`config.mk`:
```
export PLATFORM = sky130hd
export DESIGN_NAME = frame_buffer_scheduler
export DESIGN_NICKNAME = d
export VERILOG_FILES = /design/src/rtl/vga_fb_pkg.sv /design/src/rtl/fb_addr_counter.sv /design/src/rtl/frame_buffer_scheduler.sv
export SDC_FILE = /design/constraint.sdc
export NUM_CORES = 1
export LEC_CHECK = 0
export BUFFER_PORTS_ARGS = -buffer_cell sky130_fd_sc_hd__buf_4
export CAP_MARGIN = 20
export CORE_ASPECT_RATIO = 2
export CORE_UTILIZATION = 40
export CTS_CLUSTER_DIAMETER = 60
export CTS_CLUSTER_SIZE = 28
export DETAILED_ROUTE_END_ITERATION = 12
export PLACE_DENSITY = 0.69
export SLEW_MARGIN = 15
export SYNTH_ARGS = -nofsm -noshare
export SYNTH_HDL_FRONTEND = slang
export SYNTH_SLANG_ARGS = --single-unit
```
`constraint.sdc`:
```
create_clock -name vga_clock -period 5.3 [get_ports vga_clock]
set_clock_uncertainty 0.1 [all_clocks]
set_input_delay 0.53 -clock vga_clock [delete_from_list [all_inputs] [get_ports vga_clock]]
set_output_delay 0.53 -clock vga_clock [all_outputs]
set_load 0.01 [all_outputs]
```
`src/rtl/vga_fb_pkg.sv`:
```
// vga_fb_pkg: shared bank id type, default frame size and bank reset assignments.
package vga_fb_pkg;
   typedef logic [1:0] buf_id_t;
   localparam int FRAME_PIXELS = 61440;
   localparam buf_id_t WR_BUF_RST = 2'd0;
   localparam buf_id_t PEND_BUF_RST = 2'd1;
   localparam buf_id_t RD_BUF_RST = 2'd2;
endpackage

```
`src/rtl/fb_addr_counter.sv`:
```
// fb_addr_counter: pixel counter that either saturates at LIMIT or wraps from LIMIT to 0.
module fb_addr_counter #(
   parameter int LIMIT = 61440,
   parameter bit WRAP = 1'b0,
   parameter int W = $clog2(LIMIT + 1)
) (
   input  logic         clk,
   input  logic         rst_n,
   input  logic         i_clear,
   input  logic         i_step,
   output logic [W-1:0] o_count,
   output logic         o_at_limit
);
   logic [W-1:0] r_count;
   assign o_count = r_count;
   assign o_at_limit = (r_count == W'(LIMIT));
   // clear wins over step so a same-cycle strobe still uses the old count
   always_ff @(posedge clk or negedge rst_n)
      if (!rst_n) r_count <= '0;
      else if (i_clear) r_count <= '0;
      else if (i_step && !o_at_limit) r_count <= r_count + 1'b1;
      else if (i_step && WRAP) r_count <= '0;
endmodule

```
`src/rtl/frame_buffer_scheduler.sv`:
```
// frame_buffer_scheduler: triple-buffer bank rotation between PPU writer and VGA reader,
// with registered per-pixel write/read strobes and addresses.
module frame_buffer_scheduler #(
   parameter int FRAME_PIXELS = vga_fb_pkg::FRAME_PIXELS,
   parameter int ADDR_W = 16,
   parameter int DROP_W = 8
) (
   input  logic              vga_clock,
   input  logic              rst_n,
   input  logic              ppu_pixel_wr,
   input  logic              ppu_frame_end,
   input  logic              vga_rd,
   input  logic              vga_frame_end,
   output logic              wr_en,
   output logic [1:0]        wr_buf,
   output logic [ADDR_W-1:0] wr_addr,
   output logic              rd_en,
   output logic [1:0]        rd_buf,
   output logic [ADDR_W-1:0] rd_addr,
   output logic              frame_ready,
   output logic [DROP_W-1:0] dropped_frames,
   output logic              overrun,
   output logic              underrun
);
   import vga_fb_pkg::*;
   localparam int WCW = $clog2(FRAME_PIXELS + 1);
   localparam int RCW = $clog2(FRAME_PIXELS);
   buf_id_t r_wr_q, r_pend, r_rd_q, r_wr_buf, r_rd_buf;
   buf_id_t w_wr_p, w_pend_p, w_wr_n, w_pend_n, w_rd_n;
   logic r_ready, w_ready_p, w_vswap, w_ready_n, w_wr_full;
   logic r_wr_en, r_rd_en, r_ovr, r_unr;
   logic [ADDR_W-1:0] r_wr_addr, r_rd_addr;
   logic [DROP_W-1:0] r_drop;
   logic [WCW-1:0] w_wcnt;
   logic [RCW-1:0] w_rcnt;
   fb_addr_counter #(.LIMIT(FRAME_PIXELS), .WRAP(1'b0), .W(WCW)) u_wcnt (
      .clk(vga_clock), .rst_n(rst_n), .i_clear(ppu_frame_end), .i_step(ppu_pixel_wr),
      .o_count(w_wcnt), .o_at_limit(w_wr_full)
   );
   fb_addr_counter #(.LIMIT(FRAME_PIXELS - 1), .WRAP(1'b1), .W(RCW)) u_rcnt (
      .clk(vga_clock), .rst_n(rst_n), .i_clear(vga_frame_end), .i_step(vga_rd),
      .o_count(w_rcnt), .o_at_limit()
   );
   // PPU swap is applied first, then the VGA swap sees its result
   always_comb begin
      w_wr_p = ppu_frame_end ? r_pend : r_wr_q;
      w_pend_p = ppu_frame_end ? r_wr_q : r_pend;
      w_ready_p = ppu_frame_end | r_ready;
      w_vswap = vga_frame_end & w_ready_p;
      w_wr_n = w_wr_p;
      w_rd_n = w_vswap ? w_pend_p : r_rd_q;
      w_pend_n = w_vswap ? r_rd_q : w_pend_p;
      w_ready_n = w_ready_p & ~w_vswap;
   end
   always_ff @(posedge vga_clock or negedge rst_n)
      if (!rst_n) begin
         r_wr_q <= WR_BUF_RST;
         r_pend <= PEND_BUF_RST;
         r_rd_q <= RD_BUF_RST;
         r_ready <= 1'b0;
         r_wr_en <= 1'b0;
         r_wr_buf <= WR_BUF_RST;
         r_wr_addr <= '0;
         r_rd_en <= 1'b0;
         r_rd_buf <= RD_BUF_RST;
         r_rd_addr <= '0;
         r_drop <= '0;
         r_ovr <= 1'b0;
         r_unr <= 1'b0;
      end else begin
         r_wr_q <= w_wr_n;
         r_pend <= w_pend_n;
         r_rd_q <= w_rd_n;
         r_ready <= w_ready_n;
         r_wr_en <= ppu_pixel_wr & ~w_wr_full;
         r_wr_buf <= r_wr_q;
         if (ppu_pixel_wr && !w_wr_full) r_wr_addr <= ADDR_W'(w_wcnt);
         r_rd_en <= vga_rd;
         r_rd_buf <= r_rd_q;
         if (vga_rd) r_rd_addr <= ADDR_W'(w_rcnt);
         if (ppu_frame_end && r_ready && !(&r_drop)) r_drop <= r_drop + 1'b1;
         if (ppu_pixel_wr && w_wr_full) r_ovr <= 1'b1;
         if (ppu_frame_end && !w_wr_full) r_unr <= 1'b1;
      end
   assign wr_en = r_wr_en;
   assign wr_buf = r_wr_buf;
   assign wr_addr = r_wr_addr;
   assign rd_en = r_rd_en;
   assign rd_buf = r_rd_buf;
   assign rd_addr = r_rd_addr;
   assign frame_ready = r_ready;
   assign dropped_frames = r_drop;
   assign overrun = r_ovr;
   assign underrun = r_unr;
endmodule
```
==> flow_summary.yaml <==
synthesis:
  synth_warnings: 0
  async_flop_share: 1.00
  ys.flop_type: "dfrtp_1"
  synth.largest_area_cell: "dfrtp_1"
  synthesis.area_um2: 3770
  syn_inst: 344
  synth_top_cells_by_area: "dfrtp_1 (56%), nand2_1 (6.4%), mux2_2 (6.3%)"
  synth_area_per_cell_um2: 11.0
  seq_area_frac_synth: 0.578
  ys_types: 50
  syn_nets: 354
  ys_ff_latch: 87
  synth_edf_count: 0
  yosysTopAreaCellShare: 0.557
timing:
  maxSlewHeadroom: 0.478
  setup_viol: 0
  rsz0062_at_grt: "false"
  final.setup.tns_ns: 0
  fin_crit_ns: 2.32
  finalMaxSlewViolations: 0
  fmax_ghz: 0.430
  fin_crit_sh: 0.438
  hold_viol: 0
  tightest_slew_ns: 0.779
global_route:
  grt_pass1_wl_mm: 13.4
  antenna_found_initial: 0
  track_usage: 0.173
  grt_pass1_vias: 2807
  grt_max_degree: 88
  overflow: 0
power_and_ir_drop:
  p_leak_nw: 2.21
  power.total_w: 0.00150
  ir_drop_v: 0.000318
  p_per_area_nw_per_um2: 331
run_status:
  status: "finished with violations"
  violations: "DRC"
worst_setup_path:
  cp_max_fo: 25
  slowest_stage: "or4_4"
  r2r_slack_ns: 2.98
  critPathCaptureType: "flop"
  critPathArrivalTime_ns: 2.43
  critical-path-max-stage-delay_ns: 0.56
  critPathLaunchType: "flop"
  critPathLaunch: "u_wcnt.o_count[6]"
  critPathBufInv: 1
  rr_endpoint: "u_wcnt.o_count[5]"
  r2r_cells: 6
  required_ns: 5.41
  path_depth: 6
  cpLargestDelayFamily: "simple AND/OR/NAND/NOR gates"
  worstSetupEndpoint: "u_wcnt.o_count[5]"
  crit_type: "flop to flop"
  reg2reg_from: "u_wcnt.o_count[6]"
  path_cells: "or4_4, o41ai_4, buf_4, nor3_1, xnor2_1, nor2_1"
floorplanning:
  core.rowCount: 49
  dieHeight_um: 139
  die_w_um: 70.7
  start_util: 0.416
  coreArea_um2: 9070
  die-area_um2: 9850
  io-pin-count: 55
clocking:
  cts_tree: "yes"
  clk_pin_slew_ns: 0.06
  post-cts-setup-buffer-count: 0
  cts_resized: 0
  clockBufferDepth: 2
  numCtsBuffers: 9
  cts-root-buf: "clkbuf_16"
  htreeDepth: 3
  cts.sinks: 87
  clock_latency_ns: 0.33
  postCtsHoldBufs: 0
placed_design:
  post_dp_cell_area_um2: 4270
  place_congestion: 0.842
  portBuffers: 54
  place.detailed.hpwl_mm: 5.42
detailed_routing:
  drc: 8
  finalWirelength_mm: 7.69
  via_per_inst: 5.34
  ant_nets: 0
  routed-wl-met2_mm: 4.27
  top_layer_used: "met4"
  drt-pass1-iter-count: 8
  wl_per_cell_um: 15.2
  route.vias.total: 2706
  drtIter0Drc: 192
  drt-met1-wl_mm: 3.02
  met3_length_um: 246
final_layout:
  diodes: 0
  layout_commonest_cell: "dfrtp_1"
  drive_above_1_share: 0.247
  final_cell_mix: "dfrtp_1 (84), nand2_1 (64), buf_4 (54)"
  stdcell_area_um2: 4550
  syn_to_final_growth_pct: 20.4
  fill_cells: 855
  fin_nets: 410
worst_hold_path:
  hold_path.class: "input pin to async pin"
job:
  max_cap_violations: 0
[stage by stage]
step,hold slack (ns),std cells,worst slack [ns],util
after floorplan,0.134,344,3.21,-
after detailed placement,0.268,491,3.01,0.470
after global placement,0.266,491,3.06,0.470
final,0.153,507,2.98,0.501
after CTS,0.278,507,2.97,0.501
after global routing,0.218,507,2.83,0.501
[how the worst min path moves through the flow]
stage	end	slack, ns	cells after the start
after floorplan	dropped_frames[0]	0.13	0
after global placement	rd_buf[1]	0.27	0
after detailed placement	rd_buf[1]	0.27	0
after CTS	rd_buf[1]	0.28	0
after global routing	wr_addr[13]	0.22	1
final	wr_addr[13]	0.15	1
[worst register-to-register path: stages, from the launching register on]
cell and delay, ns:
dfrtp_1 0.44, or4_4 0.56, o41ai_4 0.44, buf_4 0.32
nor3_1 0.12, xnor2_1 0.17, nor2_1 0.05
[metal layers]
layer | track usage | up-vias
li1 | - | 1313
met1 | 0.192 | 1333
met2 | 0.309 | 49
met3 | 0.0384 | 11
met4 | 0.0758 | 0
met5 | 0 | -
[power breakdown]
group / leakage, nW / total (W) / switching (W) / internal [W]
logic: 0.910 / 0.000164 / 0.0000820 / 0.0000822
clock network: 0.142 / 0.000584 / 0.000244 / 0.000340
registers: 1.16 / 0.000757 / 0.0000424 / 0.000714
[flip-flops by register name (all words and copies together), names as in the netlist]
| register | count |
|---|---|
| wr_buf | 2 |
| rd_addr | 16 |
| r_pend | 2 |
| wr_en | 1 |
| wr_addr | 16 |
| frame_ready | 1 |
| rd_en | 1 |
| r_rd_q | 2 |
| rd_buf | 2 |
| overrun | 1 |
| u_rcnt.o_count | 16 |
| u_wcnt.o_count | 16 |
| r_wr_q | 2 |
| dropped_frames | 8 |
| underrun | 1 |
[Yosys cell counts, types with 4 or more instances]
master	number
nand3_1	13
dfrtp_1	84
a21o_1	5
nand4_1	6
o21ai_0	10
nand2_1	64
mux2_2	21
a22o_1	6
nor3_1	7
nor2b_1	4
and3_1	6
xor2_1	9
inv_1	5
a31oi_1	5
nor2_1	24
xnor2_1	8
a21oi_1	10
clkbuf_1	4
or3_1	4
ha_1	4
[cell families (layout without fill, tap and decap cells)]
kind of cell / Yosys count / count (layout) / share of synthesized area
simple gates: 148 / 148 / 0.190
mux: 23 / 23 / 0.0679
flops: 87 / 87 / 0.578
compound gates: 49 / 49 / 0.0918
fa+ha+maj: 4 / 4 / 0.0133
buf+inv: 16 / 77 / 0.0199
xor+xnor: 17 / 17 / 0.0394
[layout make-up]
type,instances,area [um^2],area share
multi-input cells,241,1520,0.334
clock buffers,12,256,0.0564
clock inverters,4,20.0,0.00440
inverters,6,25.0,0.00551
well taps,102,128,0.0281
flip-flops and latches,87,2180,0.480
repair buffers,55,417,0.0917
Power figures use the tool's default switching activity.
